## config.mk

```make
export PLATFORM = sky130hd
export DESIGN_NAME = leaf_port_router
export DESIGN_NICKNAME = d
export VERILOG_FILES = /design/src/rtl/leaf_port_router.sv
export SDC_FILE = /design/constraint.sdc
export NUM_CORES = 1
export LEC_CHECK = 0
export BUFFER_PORTS_ARGS = -buffer_cell sky130_fd_sc_hd__buf_4
export CORE_ASPECT_RATIO = 0.6
export CORE_MARGIN = 3
export CORE_UTILIZATION = 40
export CTS_CLUSTER_SIZE = 30
export DETAILED_ROUTE_END_ITERATION = 8
export PLACE_DENSITY = 0.64
export SYNTH_ARGS = -nofsm -noshare
export SYNTH_HDL_FRONTEND = slang
export SYNTH_SLANG_ARGS = --single-unit
```

## constraint.sdc

```tcl
create_clock -name clk_user -period 3.2 [get_ports clk_user]
set_clock_uncertainty 0.2 [all_clocks]
set_input_delay 0.16 -clock clk_user [delete_from_list [all_inputs] [get_ports clk_user]]
set_output_delay 0.16 -clock clk_user [all_outputs]
set_load 0.03 [all_outputs]
```

## src/rtl/leaf_port_router.sv

```systemverilog
// Leaf-side packet router. Ingress packets are demultiplexed by port field into per-channel FIFOs.
// Egress user words are round-robin arbitrated into packets under per-channel credit flow control.
module leaf_port_router #(
  parameter int PACKET_BITS   = 49,
  parameter int PAYLOAD_BITS  = 32,
  parameter int NUM_LEAF_BITS = 5,
  parameter int NUM_PORT_BITS = 4,
  parameter int NUM_ADDR_BITS = 7,
  parameter int NUM_IN_PORTS  = 2,
  parameter int NUM_OUT_PORTS = 2,
  parameter int FIFO_DEPTH    = 4,
  parameter int CREDIT_INIT   = 64,
  parameter int CREDIT_BITS   = 8
) (
  input  logic                                  clk_user,
  input  logic                                  reset,
  input  logic [PACKET_BITS-1:0]                din_pkt,
  output logic                                  din_ready,
  output logic [PACKET_BITS-1:0]                dout_pkt,
  input  logic                                  dout_ready,
  output logic [NUM_IN_PORTS*PAYLOAD_BITS-1:0]  user_in_data,
  output logic [NUM_IN_PORTS-1:0]               user_in_vld,
  input  logic [NUM_IN_PORTS-1:0]               user_in_ack,
  input  logic [NUM_OUT_PORTS*PAYLOAD_BITS-1:0] user_out_data,
  input  logic [NUM_OUT_PORTS-1:0]              user_out_vld,
  output logic [NUM_OUT_PORTS-1:0]              user_out_ack,
  input  logic                                  cfg_we,
  input  logic [NUM_ADDR_BITS-1:0]              cfg_idx,
  input  logic [NUM_LEAF_BITS-1:0]              cfg_leaf,
  input  logic [NUM_PORT_BITS-1:0]              cfg_port,
  output logic [NUM_OUT_PORTS*CREDIT_BITS-1:0]  credit_cnt
);

  localparam int PTR_W  = $clog2(FIFO_DEPTH);
  localparam int CNT_W  = PTR_W + 1;
  localparam int OSEL_W = (NUM_OUT_PORTS > 1) ? $clog2(NUM_OUT_PORTS) : 1;
  localparam int BODY_W = PACKET_BITS - 1;

  // Net credit update: add return, subtract grant, clamp at all-ones.
  function automatic logic [CREDIT_BITS-1:0] sat_credit(input logic [CREDIT_BITS-1:0] cur,
                                                        input logic [CREDIT_BITS-1:0] inc,
                                                        input logic dec);
    logic [CREDIT_BITS:0] sum;
    sum = {1'b0, cur} + {1'b0, inc} - {{CREDIT_BITS{1'b0}}, dec};
    return sum[CREDIT_BITS] ? {CREDIT_BITS{1'b1}} : sum[CREDIT_BITS-1:0];
  endfunction

  logic                     w_din_vld;
  logic [NUM_LEAF_BITS-1:0] w_din_leaf;
  logic [NUM_PORT_BITS-1:0] w_din_port;
  logic [NUM_ADDR_BITS-1:0] w_din_addr;
  logic [PAYLOAD_BITS-1:0]  w_din_payload;
  logic                     w_credit_ret;
  logic                     w_tgt_full;
  logic                     w_unused;
  logic [NUM_IN_PORTS-1:0]  w_push;
  logic [NUM_IN_PORTS-1:0]  w_pop;

  assign w_din_vld     = din_pkt[PACKET_BITS-1];
  assign w_din_leaf    = din_pkt[PAYLOAD_BITS+NUM_ADDR_BITS+NUM_PORT_BITS +: NUM_LEAF_BITS];
  assign w_din_port    = din_pkt[PAYLOAD_BITS+NUM_ADDR_BITS +: NUM_PORT_BITS];
  assign w_din_addr    = din_pkt[PAYLOAD_BITS +: NUM_ADDR_BITS];
  assign w_din_payload = din_pkt[PAYLOAD_BITS-1:0];
  assign w_credit_ret  = w_din_vld && (w_din_port == '0);
  assign w_unused      = ^w_din_leaf;

  logic [PAYLOAD_BITS-1:0] r_mem  [NUM_IN_PORTS][FIFO_DEPTH];
  logic [PTR_W-1:0]        r_wptr [NUM_IN_PORTS];
  logic [PTR_W-1:0]        r_rptr [NUM_IN_PORTS];
  logic [CNT_W-1:0]        r_cnt  [NUM_IN_PORTS];

  always_comb begin
    w_push     = '0;
    w_tgt_full = 1'b0;
    for (int k = 0; k < NUM_IN_PORTS; k++) begin
      if (w_din_vld && (w_din_port == NUM_PORT_BITS'(k + 1))) begin
        w_tgt_full = (r_cnt[k] == CNT_W'(FIFO_DEPTH));
        w_push[k]  = (r_cnt[k] != CNT_W'(FIFO_DEPTH));
      end
    end
  end

  assign din_ready = !w_tgt_full;

  always_comb begin
    w_pop = '0;
    for (int k = 0; k < NUM_IN_PORTS; k++) begin
      w_pop[k]                                  = user_in_ack[k] && (r_cnt[k] != '0);
      user_in_vld[k]                            = (r_cnt[k] != '0);
      user_in_data[k*PAYLOAD_BITS +: PAYLOAD_BITS] = r_mem[k][r_rptr[k]];
    end
  end

  always_ff @(posedge clk_user or posedge reset) begin
    if (reset) begin
      for (int k = 0; k < NUM_IN_PORTS; k++) begin
        r_wptr[k] <= '0;
        r_rptr[k] <= '0;
        r_cnt[k]  <= '0;
      end
    end else begin
      for (int k = 0; k < NUM_IN_PORTS; k++) begin
        if (w_push[k]) r_wptr[k] <= r_wptr[k] + 1'b1;
        if (w_pop[k])  r_rptr[k] <= r_rptr[k] + 1'b1;
        case ({w_push[k], w_pop[k]})
          2'b10:   r_cnt[k] <= r_cnt[k] + 1'b1;
          2'b01:   r_cnt[k] <= r_cnt[k] - 1'b1;
          default: r_cnt[k] <= r_cnt[k];
        endcase
      end
    end
  end

  always_ff @(posedge clk_user) begin
    for (int k = 0; k < NUM_IN_PORTS; k++) begin
      if (w_push[k]) r_mem[k][r_wptr[k]] <= w_din_payload;
    end
  end

  // ---- egress: arbitration, credits, output register ----
  logic [CREDIT_BITS-1:0]   r_credit    [NUM_OUT_PORTS];
  logic [NUM_LEAF_BITS-1:0] r_dest_leaf [NUM_OUT_PORTS];
  logic [NUM_PORT_BITS-1:0] r_dest_port [NUM_OUT_PORTS];
  logic [OSEL_W-1:0]        r_rr_ptr;
  logic                     r_dout_vld;
  logic [BODY_W-1:0]        r_dout_body;

  logic [NUM_OUT_PORTS-1:0] w_elig;
  logic [NUM_OUT_PORTS-1:0] w_gnt_oh;
  logic [CREDIT_BITS-1:0]   w_inc [NUM_OUT_PORTS];
  int                       w_pick;
  logic                     w_load;
  logic                     w_grant;
  logic [OSEL_W-1:0]        w_rr_nxt;
  logic [NUM_LEAF_BITS-1:0] w_gnt_leaf;
  logic [NUM_PORT_BITS-1:0] w_gnt_port;
  logic [PAYLOAD_BITS-1:0]  w_gnt_data;

  always_comb begin
    for (int c = 0; c < NUM_OUT_PORTS; c++) begin
      w_elig[c] = user_out_vld[c] && (r_credit[c] != '0);
      w_inc[c]  = (w_credit_ret && (w_din_addr == NUM_ADDR_BITS'(c))) ?
                  w_din_payload[CREDIT_BITS-1:0] : '0;
      credit_cnt[c*CREDIT_BITS +: CREDIT_BITS] = r_credit[c];
    end
  end

  // Lowest eligible channel overall, overridden by the lowest one at or after the pointer.
  always_comb begin
    w_pick = 0;
    for (int c = NUM_OUT_PORTS - 1; c >= 0; c--) begin
      if (w_elig[c]) w_pick = c;
    end
    for (int c = NUM_OUT_PORTS - 1; c >= 0; c--) begin
      if (w_elig[c] && (c >= int'(r_rr_ptr))) w_pick = c;
    end
  end

  always_comb begin
    w_gnt_oh   = '0;
    w_gnt_leaf = '0;
    w_gnt_port = '0;
    w_gnt_data = '0;
    for (int c = 0; c < NUM_OUT_PORTS; c++) begin
      if (c == w_pick) begin
        w_gnt_oh[c] = 1'b1;
        w_gnt_leaf  = r_dest_leaf[c];
        w_gnt_port  = r_dest_port[c];
        w_gnt_data  = user_out_data[c*PAYLOAD_BITS +: PAYLOAD_BITS];
      end
    end
  end

  assign w_load       = (!r_dout_vld || dout_ready) && !reset;
  assign w_grant      = w_load && (|w_elig);
  assign w_rr_nxt     = (w_pick == NUM_OUT_PORTS - 1) ? '0 : OSEL_W'(w_pick + 1);
  assign user_out_ack = w_grant ? w_gnt_oh : '0;
  assign dout_pkt     = {r_dout_vld, r_dout_body};

  always_ff @(posedge clk_user or posedge reset) begin
    if (reset) begin
      r_rr_ptr   <= '0;
      r_dout_vld <= 1'b0;
      for (int c = 0; c < NUM_OUT_PORTS; c++) begin
        r_credit[c]    <= CREDIT_BITS'(CREDIT_INIT);
        r_dest_leaf[c] <= '0;
        r_dest_port[c] <= '0;
      end
    end else begin
      if (w_grant) begin
        r_dout_vld <= 1'b1;
        r_rr_ptr   <= w_rr_nxt;
      end else if (dout_ready) begin
        r_dout_vld <= 1'b0;
      end
      for (int c = 0; c < NUM_OUT_PORTS; c++) begin
        r_credit[c] <= sat_credit(r_credit[c], w_inc[c], w_grant && w_gnt_oh[c]);
        if (cfg_we && (cfg_idx == NUM_ADDR_BITS'(c))) begin
          r_dest_leaf[c] <= cfg_leaf;
          r_dest_port[c] <= cfg_port;
        end
      end
    end
  end

  always_ff @(posedge clk_user) begin
    if (w_grant) begin
      r_dout_body <= {w_gnt_leaf, w_gnt_port, NUM_ADDR_BITS'(w_pick), w_gnt_data};
    end
  end

endmodule

```

==> results of run 1 <==
## synthesized netlist by cell type, drive strengths merged (9+ instances only)
cell type / number / area share, %
edfxtp: 298 / 62
mux4: 64 / 9.9
inv: 61 / 1.6
mux2: 61 / 5.5
dfrtp: 48 / 8.3
ha: 42 / 3.6
nand2: 31 / 0.80
buf: 19 / 0.95
a21oi: 13 / 0.45
o21ai: 13 / 0.45
and2: 10 / 0.43
nor2: 10 / 0.31
xnor2: 10 / 0.60
clkbuf: 9 / 0.23
## power breakdown
group | switching [mW] | internal (mW)
sequential | 0.287 | 5.26
combinational | 3.36 | 2.80
clock | 1.66 | 2.12
## worst min-delay path by stage
stage,start,endpoint,slack [ns]
2_1_floorplan,reset,credit_cnt[0],0.01
3_3_place_gp,reset,r_rr_ptr,0.08
3_5_place_dp,reset,r_rr_ptr,0.09
4_1_cts,cfg_idx[5],r_dest_leaf[8],0.001
5_1_grt,cfg_idx[5],r_dest_leaf[8],0.02
6_report,cfg_idx[5],r_dest_leaf[8],0.03
## state kept, by name, indices dropped and copies added (netlist names), 4 cells and up
register	flops
r_mem	256
r_dout_body	42
r_rptr	4
r_dest_port	8
r_dest_leaf	10
r_cnt	6
credit_cnt	16
r_wptr	4
## worst register-to-register path, cell delays in order (launching register included)
cell and delay (ns):
dfrtp_1 0.40, nor4_4 0.31, a21boi_2 0.12, buf_4 0.16, a21boi_4 0.12, and3_4 0.20
ha_4 0.12, inv_2 0.03, ha_4 0.15, fa_2 0.37, a211oi_4 0.30, o211ai_1 0.13
a221o_2 0.45, nand2b_1 0.10
## layout make-up
| type | count | share of cell area [%] |
|---|---|---|
| Timing Repair Buffer | 440 | 18.8 |
| Tap cell | 467 | 2.94 |
| Clock inverter | 18 | 0.617 |
| Sequential cell | 348 | 51.4 |
| Multi-Input combinational cell | 344 | 20.5 |
| Inverter | 61 | 1.17 |
| Clock buffer | 42 | 4.59 |
## cells by family (layout without fill, tap and decap cells)
group           Yosys count  in the layout  share of synthesized area, %
flops                   348            348                          70.4
mux                     128            128                          15.7
buf+inv                  89            561                          2.76
simple gates             88             88                          3.15
compound gates           58             58                          2.74
fa+ha+maj                46             46                          4.18
xor+xnor                 18             18                          1.09
other cells               1              6                        0.0259
## metal layers
layer / up-vias / GRT usage [%] / routed length, um
li1: 3906 / - / -
met1: 4277 / 25.8 / 15700
met2: 198 / 28.4 / 16000
met3: 60 / 3.62 / 1690
met4: 0 / 4.80 / 882
met5: - / 0 / 0
## stage by stage
stage	instance area [um2]	hold WS, ns	TNS [ns]
global route	19900	0.0242	-2.48
CTS	19900	0.00102	-0.524
global placement	17600	0.0775	-2.15
floorplan	14600	0.0143	-3.90
finish	19900	0.0279	-0.363
detailed placement	17600	0.0887	-3.67
## timing repair
action | in CTS | in global routing
endpoints found under the hold margin | 362 | 0
setup buffers | 2 | 1
gates resized for setup | 9 | 2
hold buffers | 115 | 0
gates cloned | 0 | 0
endpoints found under the setup margin | 16 | 36
pin swaps | 9 | 2
==> report_table.html, run 1 <==
<table>
<tr><th>Metric</th><th>Value</th></tr>
<tr><th colspan="2">Critical path</th></tr>
<tr><td>Critical Path RT</td><td>approximately 3.4 ns</td></tr>
<tr><td>Crit path from</td><td>credit_cnt[4]</td></tr>
<tr><td>Crit-path max cell delay</td><td>roughly 0.45 ns</td></tr>
<tr><td>Cell family with the largest share of critical-path delay</td><td>compound AO/OA/AOI/OAI gates</td></tr>
<tr><td>Nature of the critical path endpoint</td><td>flop</td></tr>
<tr><td>Critical path cell sequence</td><td>nor4_4, a21boi_2, buf_4, a21boi_4, and3_4, ha_4, inv_2, ha_4, fa_2, a211oi_4, o211ai_1, a221o_2, nand2b_1</td></tr>
<tr><td>Arrival time of the worst setup path</td><td>about 3.5 ns</td></tr>
<tr><td>CP Capture Point</td><td>credit_cnt[8]</td></tr>
<tr><td>Type of the worst setup path</td><td>flop to flop</td></tr>
<tr><td>Number of cells on the worst reg-to-reg path</td><td>13</td></tr>
<tr><td>Launching element type of the critical path</td><td>flop</td></tr>
<tr><td>Slowest-stage cell, CP</td><td>a221o_2</td></tr>
<tr><td>Worst reg2reg path endpoint</td><td>credit_cnt[8]</td></tr>
<tr><td>Logic depth of the worst path, buffers included</td><td>13</td></tr>
<tr><td>Crit Reg-Reg Startpoint</td><td>credit_cnt[4]</td></tr>
<tr><td>Buf+Inv Stages, Crit Path</td><td>2</td></tr>
<tr><td>Cell repeated most along the worst path</td><td>ha_4</td></tr>
<tr><td>Worst R2R Setup Slack</td><td>-0.06 ns</td></tr>
<tr><td>Maximum fanout encountered on the critical timing path</td><td>8</td></tr>
<tr><th colspan="2">Layout</th></tr>
<tr><td>N_diodes</td><td>0</td></tr>
<tr><td>Most frequent standard cell in the layout excluding fill and tap cells</td><td>buf_4</td></tr>
<tr><td>Post-layout instance count excluding filler cells</td><td>roughly 1700</td></tr>
<tr><td>Final-stage net count</td><td>roughly 1400</td></tr>
<tr><td>Number of fill cells in the layout</td><td>2745</td></tr>
<tr><td>Area of combinational cells with multiple inputs</td><td>just over 4000 um2</td></tr>
<tr><td>Leading cell types in the layout, fill and taps excluded</td><td>buf_4 (312), edfxtp_1 (298), dlygate4sd3_1 (115)</td></tr>
<tr><td>Register area</td><td>10200 um2</td></tr>
<tr><td>Area growth syn-to-layout</td><td>37.1%</td></tr>
<tr><td>Share of post-route cells with drive strength above 1</td><td>42.5%</td></tr>
<tr><td>Final standard cell utilization of the core</td><td>a little under three fifths</td></tr>
<tr><th colspan="2">STA</th></tr>
<tr><td>Total setup violations reported at the end of the flow</td><td>9</td></tr>
<tr><td>Headroom to the max-slew limit</td><td>between 50 and 60%</td></tr>
<tr><td>Highest attainable clock frequency</td><td>307 MHz</td></tr>
<tr><td>Fin crit period</td><td>between 3 and 4 ns</td></tr>
<tr><td>Unrepaired setup endpoints after global routing</td><td>true</td></tr>
<tr><td>Final hold violation count</td><td>0</td></tr>
<tr><td>Count of pins over their slew limit</td><td>0</td></tr>
<tr><td>Share of the clock period used by the worst path after layout</td><td>102%</td></tr>
<tr><td>Worst-Margin Slew</td><td>roughly 0.73 ns</td></tr>
<tr><td>Final critical-path setup slack</td><td>-0.0594 ns</td></tr>
<tr><th colspan="2">Floorplanning</th></tr>
<tr><td>X dimension of the die</td><td>~250 um</td></tr>
<tr><td>Count of pins on the block boundary</td><td>271</td></tr>
<tr><td>Core outline area</td><td>35300 um2</td></tr>
<tr><td>Vertical extent of the die</td><td>between 150 and 200 um</td></tr>
<tr><td>Num rows</td><td>53</td></tr>
<tr><td>Die Footprint</td><td>roughly 39000 um2</td></tr>
<tr><td>Initial standard-cell utilization of the core</td><td>just over 40%</td></tr>
<tr><th colspan="2">Clock network</th></tr>
<tr><td>Root buffer selected by CTS</td><td>clkbuf_16</td></tr>
<tr><td>Clock-pin slew on the worst setup and hold paths</td><td>roughly 0.060 ns</td></tr>
<tr><td>Number of H-tree levels</td><td>2</td></tr>
<tr><td>Sinks on the clock net</td><td>348</td></tr>
<tr><td>Worst-skew pair later-pin latency</td><td>~0.5 ns</td></tr>
<tr><td>Clock tree from TritonCTS</td><td>built</td></tr>
<tr><td>Number of buffers between clock root and the deepest sink</td><td>3</td></tr>
<tr><td>CTS Buf Count</td><td>35</td></tr>
<tr><th colspan="2">Logic synthesis</th></tr>
<tr><td>Synth Area per Inst</td><td>approximately 19 um2</td></tr>
<tr><td>Post-synthesis sequential element count</td><td>approximately 350</td></tr>
<tr><td>Synth cell types</td><td>between 40 and 50</td></tr>
<tr><td>Post-Syn Area</td><td>14500 um2</td></tr>
<tr><td>Ys flop type</td><td>edfxtp_1</td></tr>
<tr><td>Post-synthesis cell count</td><td>776</td></tr>
<tr><td>Proportion of synthesized flip-flops having asynchronous set or reset</td><td>14.4%</td></tr>
<tr><td>Total of warnings raised by yosys</td><td>0</td></tr>
<tr><td>Register area share after synthesis</td><td>70.4%</td></tr>
<tr><td>Number of synthesized flops with an enable pin</td><td>between 200 and 300</td></tr>
<tr><th colspan="2">Placement</th></tr>
<tr><td>Final HPWL DP</td><td>22200 um</td></tr>
<tr><td>DP Worst Slack</td><td>-0.295 ns</td></tr>
<tr><td>Final RePlAce weighted congestion</td><td>~0.84</td></tr>
<tr><td>IO buf count</td><td>259</td></tr>
<tr><td>Post-placement cell count</td><td>around 1500</td></tr>
<tr><th colspan="2">Drt</th></tr>
<tr><td>Post-detailed-route wirelength per cell</td><td>between 15 and 20 um</td></tr>
<tr><td>Iteration-0 DRC Markers</td><td>between 400 and 500</td></tr>
<tr><td>Post-detailed-route via-to-cell ratio</td><td>slightly below 5</td></tr>
<tr><td>Total via count after detailed routing</td><td>about 8400</td></tr>
<tr><td>Wirelength, routed</td><td>~34000 um</td></tr>
<tr><td>ANT nets after route</td><td>0</td></tr>
<tr><td>Drt pass-1 iters</td><td>4</td></tr>
<tr><td>Drt drc</td><td>0</td></tr>
<tr><th colspan="2">Outcome</th></tr>
<tr><td>Violations in the final reports</td><td>setup timing</td></tr>
<tr><td>Result of the run</td><td>complete, but fails checks</td></tr>
<tr><th colspan="2">Global routing</th></tr>
<tr><td>Largest net degree at the start of global routing</td><td>43</td></tr>
<tr><td>Remaining global-route overflow</td><td>0</td></tr>
<tr><td>Initial antenna violation count</td><td>0</td></tr>
<tr><td>Total Routing Usage GR</td><td>around 18%</td></tr>
<tr><td>Via count of the first global-routing pass</td><td>between 9000 and 10000</td></tr>
<tr><td>First-pass GRT wire length</td><td>approximately 54000 um</td></tr>
<tr><th colspan="2">Worst hold path</th></tr>
<tr><td>Number of stages on the worst hold path</td><td>5</td></tr>
<tr><td>Class of the worst hold path</td><td>input pin to flop</td></tr>
<tr><th colspan="2">Pwr</th></tr>
<tr><td>Cell Pwr Density</td><td>between 700 and 800 nW/um2</td></tr>
<tr><td>Highest ir drop seen on vdd</td><td>~380 uV</td></tr>
<tr><td>Total design power</td><td>between 15 and 20 mW</td></tr>
<tr><td>Leakage power summed over all cells</td><td>just under 8 nW</td></tr>
<tr><th colspan="2">Flow run</th></tr>
<tr><td>MaxCap Viol Count</td><td>0</td></tr>
</table>
Note: power is estimated with default switching activity, not from simulation.
==> run 2: changes to the inputs <==
- BUFFER_PORTS_ARGS: -buffer_cell sky130_fd_sc_hd__buf_4 -> -buffer_cell sky130_fd_sc_hd__buf_2
==> report_table.html, run 2 (synthesized netlist as in run 1, its figures left out) <==
<table>
<tr><th>Metric</th><th>Value</th></tr>
<tr><th colspan="2">Layout</th></tr>
<tr><td>N_diodes</td><td>0 (unchanged)</td></tr>
<tr><td>Max FFs per register</td><td>256 (unchanged)</td></tr>
<tr><td>Final standard cell utilization of the core</td><td>54.4% (was 56.2%)</td></tr>
<tr><td>Area growth syn-to-layout</td><td>32.6% (was 37.1%)</td></tr>
<tr><td>Leading cell types in the layout, fill and taps excluded</td><td>edfxtp_1 (298), buf_2 (259), dlygate4sd3_1 (118) (was buf_4 (312), edfxtp_1 (298), dlygate4sd3_1 (115))</td></tr>
<tr><td>Most frequent standard cell in the layout excluding fill and tap cells</td><td>edfxtp_1 (was buf_4)</td></tr>
<tr><td>Share of post-route cells with drive strength above 1</td><td>42.2% (was 42.5%)</td></tr>
<tr><td>Post-layout instance count excluding filler cells</td><td>1719 (was 1720)</td></tr>
<tr><td>Final-stage net count</td><td>1414 (was 1413)</td></tr>
<tr><th colspan="2">Drt</th></tr>
<tr><td>Post-detailed-route wirelength per cell</td><td>19.8 um (was 19.9 um)</td></tr>
<tr><td>Drt pass-1 iters</td><td>5 (was 4)</td></tr>
<tr><td>Wirelength, routed</td><td>34000 um (was 34300 um)</td></tr>
<tr><td>Iteration-0 DRC Markers</td><td>509 (was 440)</td></tr>
<tr><td>ANT nets after route</td><td>0 (unchanged)</td></tr>
<tr><td>Total via count after detailed routing</td><td>8403 (was 8441)</td></tr>
<tr><td>Drt drc</td><td>0 (unchanged)</td></tr>
<tr><td>Post-detailed-route via-to-cell ratio</td><td>4.89 (was 4.91)</td></tr>
<tr><th colspan="2">STA</th></tr>
<tr><td>Total setup violations reported at the end of the flow</td><td>8 (was 9)</td></tr>
<tr><td>Fin crit period</td><td>3.30 ns (was 3.26 ns)</td></tr>
<tr><td>Unrepaired setup endpoints after global routing</td><td>true (unchanged)</td></tr>
<tr><td>Worst-Margin Slew</td><td>0.746 ns (was 0.727 ns)</td></tr>
<tr><td>Final critical-path setup slack</td><td>-0.0968 ns (was -0.0594 ns)</td></tr>
<tr><td>Final hold violation count</td><td>0 (unchanged)</td></tr>
<tr><td>Total Negative Setup Slacks</td><td>-0.655 ns (was -0.363 ns)</td></tr>
<tr><td>Highest attainable clock frequency</td><td>303 MHz (was 307 MHz)</td></tr>
<tr><td>Share of the clock period used by the worst path after layout</td><td>103% (was 102%)</td></tr>
<tr><td>Headroom to the max-slew limit</td><td>50.3% (was 51.5%)</td></tr>
<tr><td>Count of pins over their slew limit</td><td>0 (unchanged)</td></tr>
<tr><th colspan="2">Clock network</th></tr>
<tr><td>Number of buffers between clock root and the deepest sink</td><td>3 (unchanged)</td></tr>
<tr><td>Worst-skew pair later-pin latency</td><td>0.50 ns (was 0.51 ns)</td></tr>
<tr><td>CTS Buf Count</td><td>34 (was 35)</td></tr>
<tr><td>Clock tree from TritonCTS</td><td>built (unchanged)</td></tr>
<tr><td>Number of H-tree levels</td><td>2 (unchanged)</td></tr>
<tr><td>Root buffer selected by CTS</td><td>clkbuf_16 (unchanged)</td></tr>
<tr><td>Clock-pin slew on the worst setup and hold paths</td><td>0.06 ns (about the same)</td></tr>
<tr><td>Sinks on the clock net</td><td>348 (unchanged)</td></tr>
<tr><th colspan="2">Global routing</th></tr>
<tr><td>Via count of the first global-routing pass</td><td>8928 (was 9118)</td></tr>
<tr><td>First-pass GRT wire length</td><td>52500 um (was 53600 um)</td></tr>
<tr><td>Initial antenna violation count</td><td>0 (unchanged)</td></tr>
<tr><td>Remaining global-route overflow</td><td>0 (unchanged)</td></tr>
<tr><td>Largest net degree at the start of global routing</td><td>43 (unchanged)</td></tr>
<tr><td>Total Routing Usage GR</td><td>17.7% (was 18.0%)</td></tr>
<tr><th colspan="2">Critical path</th></tr>
<tr><td>Crit Reg-Reg Startpoint</td><td>credit_cnt[5] (was credit_cnt[4])</td></tr>
<tr><td>Maximum fanout encountered on the critical timing path</td><td>8 (unchanged)</td></tr>
<tr><td>Number of cells on the worst reg-to-reg path</td><td>13 (unchanged)</td></tr>
<tr><td>Nature of the critical path endpoint</td><td>flop (unchanged)</td></tr>
<tr><td>Arrival time of the worst setup path</td><td>3.52 ns (was 3.49 ns)</td></tr>
<tr><td>Crit path from</td><td>credit_cnt[5] (was credit_cnt[4])</td></tr>
<tr><td>Critical Path RT</td><td>3.42 ns (was 3.43 ns)</td></tr>
<tr><td>Launching element type of the critical path</td><td>flop (unchanged)</td></tr>
<tr><td>Type of the worst setup path</td><td>flop to flop (unchanged)</td></tr>
<tr><th colspan="2">Floorplanning</th></tr>
<tr><td>Die Footprint</td><td>38600 um2 (unchanged)</td></tr>
<tr><td>Num rows</td><td>53 (unchanged)</td></tr>
<tr><td>X dimension of the die</td><td>252 um (unchanged)</td></tr>
<tr><td>Vertical extent of the die</td><td>153 um (unchanged)</td></tr>
<tr><td>Initial standard-cell utilization of the core</td><td>41.0% (unchanged)</td></tr>
<tr><td>Count of pins on the block boundary</td><td>271 (unchanged)</td></tr>
<tr><td>Core outline area</td><td>35300 um2 (unchanged)</td></tr>
<tr><th colspan="2">Worst hold path</th></tr>
<tr><td>Class of the worst hold path</td><td>input pin to flop (unchanged)</td></tr>
<tr><td>Number of stages on the worst hold path</td><td>5 (unchanged)</td></tr>
<tr><td>Hold path startpoint</td><td>cfg_idx[1] (was cfg_idx[5])</td></tr>
<tr><th colspan="2">Outcome</th></tr>
<tr><td>Result of the run</td><td>complete, but fails checks (unchanged)</td></tr>
<tr><td>Violations in the final reports</td><td>setup timing (unchanged)</td></tr>
<tr><th colspan="2">Pwr</th></tr>
<tr><td>Cell Pwr Density</td><td>783 nW/um2 (was 780 nW/um2)</td></tr>
<tr><td>Leakage power summed over all cells</td><td>7.54 nW (was 7.78 nW)</td></tr>
<tr><td>Highest ir drop seen on vdd</td><td>379 uV (about the same)</td></tr>
<tr><th colspan="2">Placement</th></tr>
<tr><td>Post-placement cell count</td><td>1540 (was 1542)</td></tr>
<tr><td>IO buf count</td><td>259 (unchanged)</td></tr>
<tr><td>Final HPWL DP</td><td>21800 um (was 22200 um)</td></tr>
<tr><td>Final RePlAce weighted congestion</td><td>0.838 (about the same)</td></tr>
<tr><th colspan="2">Flow run</th></tr>
<tr><td>MaxCap Viol Count</td><td>0 (unchanged)</td></tr>
</table>
[run 2: cell count changes in the layout (fill, tap and decap cells not counted), sizes merged]
cell | before | now
dlygate4sd3 | 115 | 118
inv | 63 | 62
clkinv | 14 | 12
buf | 325 | 324
[run 2: final cells by class]
class	count	area [um2]
timing repair buffer	442	3120
tap	467	584
clock buffer	42	912
fill	2804	16100
sequential	348	10200
inverter	61	233
clock inverter	15	104
multi-input combinational	344	4060
[run 2: final timing paths]
check                                 end  slack [ns]
min in group asynchronous        r_rr_ptr        0.13
max in group asynchronous      r_dout_vld        2.24
max                        credit_cnt[15]        -0.1
min reg2reg                      r_cnt[3]        0.29
max reg2reg                credit_cnt[15]        -0.1
min                        r_dest_leaf[5]        0.03
[run 2: metrics by stage]
step	power (mW)	hold WS, ns	setup WS [ns]	cell area (um2)
after floorplan	9.46	0.0143	-0.314	14600
after global placement	11.2	-0.138	-0.164	16900
after detailed placement	11.2	-0.134	-0.327	16900
after CTS	15.2	0.00518	-0.0624	19200
after global routing	15.9	0.0615	-0.192	19200
final	15.0	0.0316	-0.0968	19200
[run 2: power breakdown]
group	internal, mW	switching (mW)
registers	5.26	0.298
clock network	2.11	1.62
logic	2.45	3.31
total	9.82	5.23
[run 2: critical path, stage by stage (launching register included)]
cell and delay [ns]:
dfrtp_1 0.41, nor4_4 0.33, a21boi_2 0.12, buf_4 0.16, a21boi_4 0.13, and3_4 0.20
ha_4 0.12, inv_2 0.04, ha_4 0.15, fa_2 0.37, a211oi_4 0.25, o211ai_1 0.14
a221o_2 0.50, o21ai_1 0.10
[run 2: timing repair]
action | in CTS | in global routing
hold buffers | 118 | 0
endpoints found under the hold margin | 362 | 0
buffers inserted | 3 | 1
cloned | 0 | 0
pin swaps | 10 | 5
setup endpoints to repair | 16 | 48
resized for setup | 7 | 3
[run 2: metal layers]
metal	wire length, um	share of wire, %	track usage, %
met5	0	0	0
met4	453	1.3	3.28
met3	1600	4.7	3.49
met2	16400	48	29.1
met1	15600	46	24.8
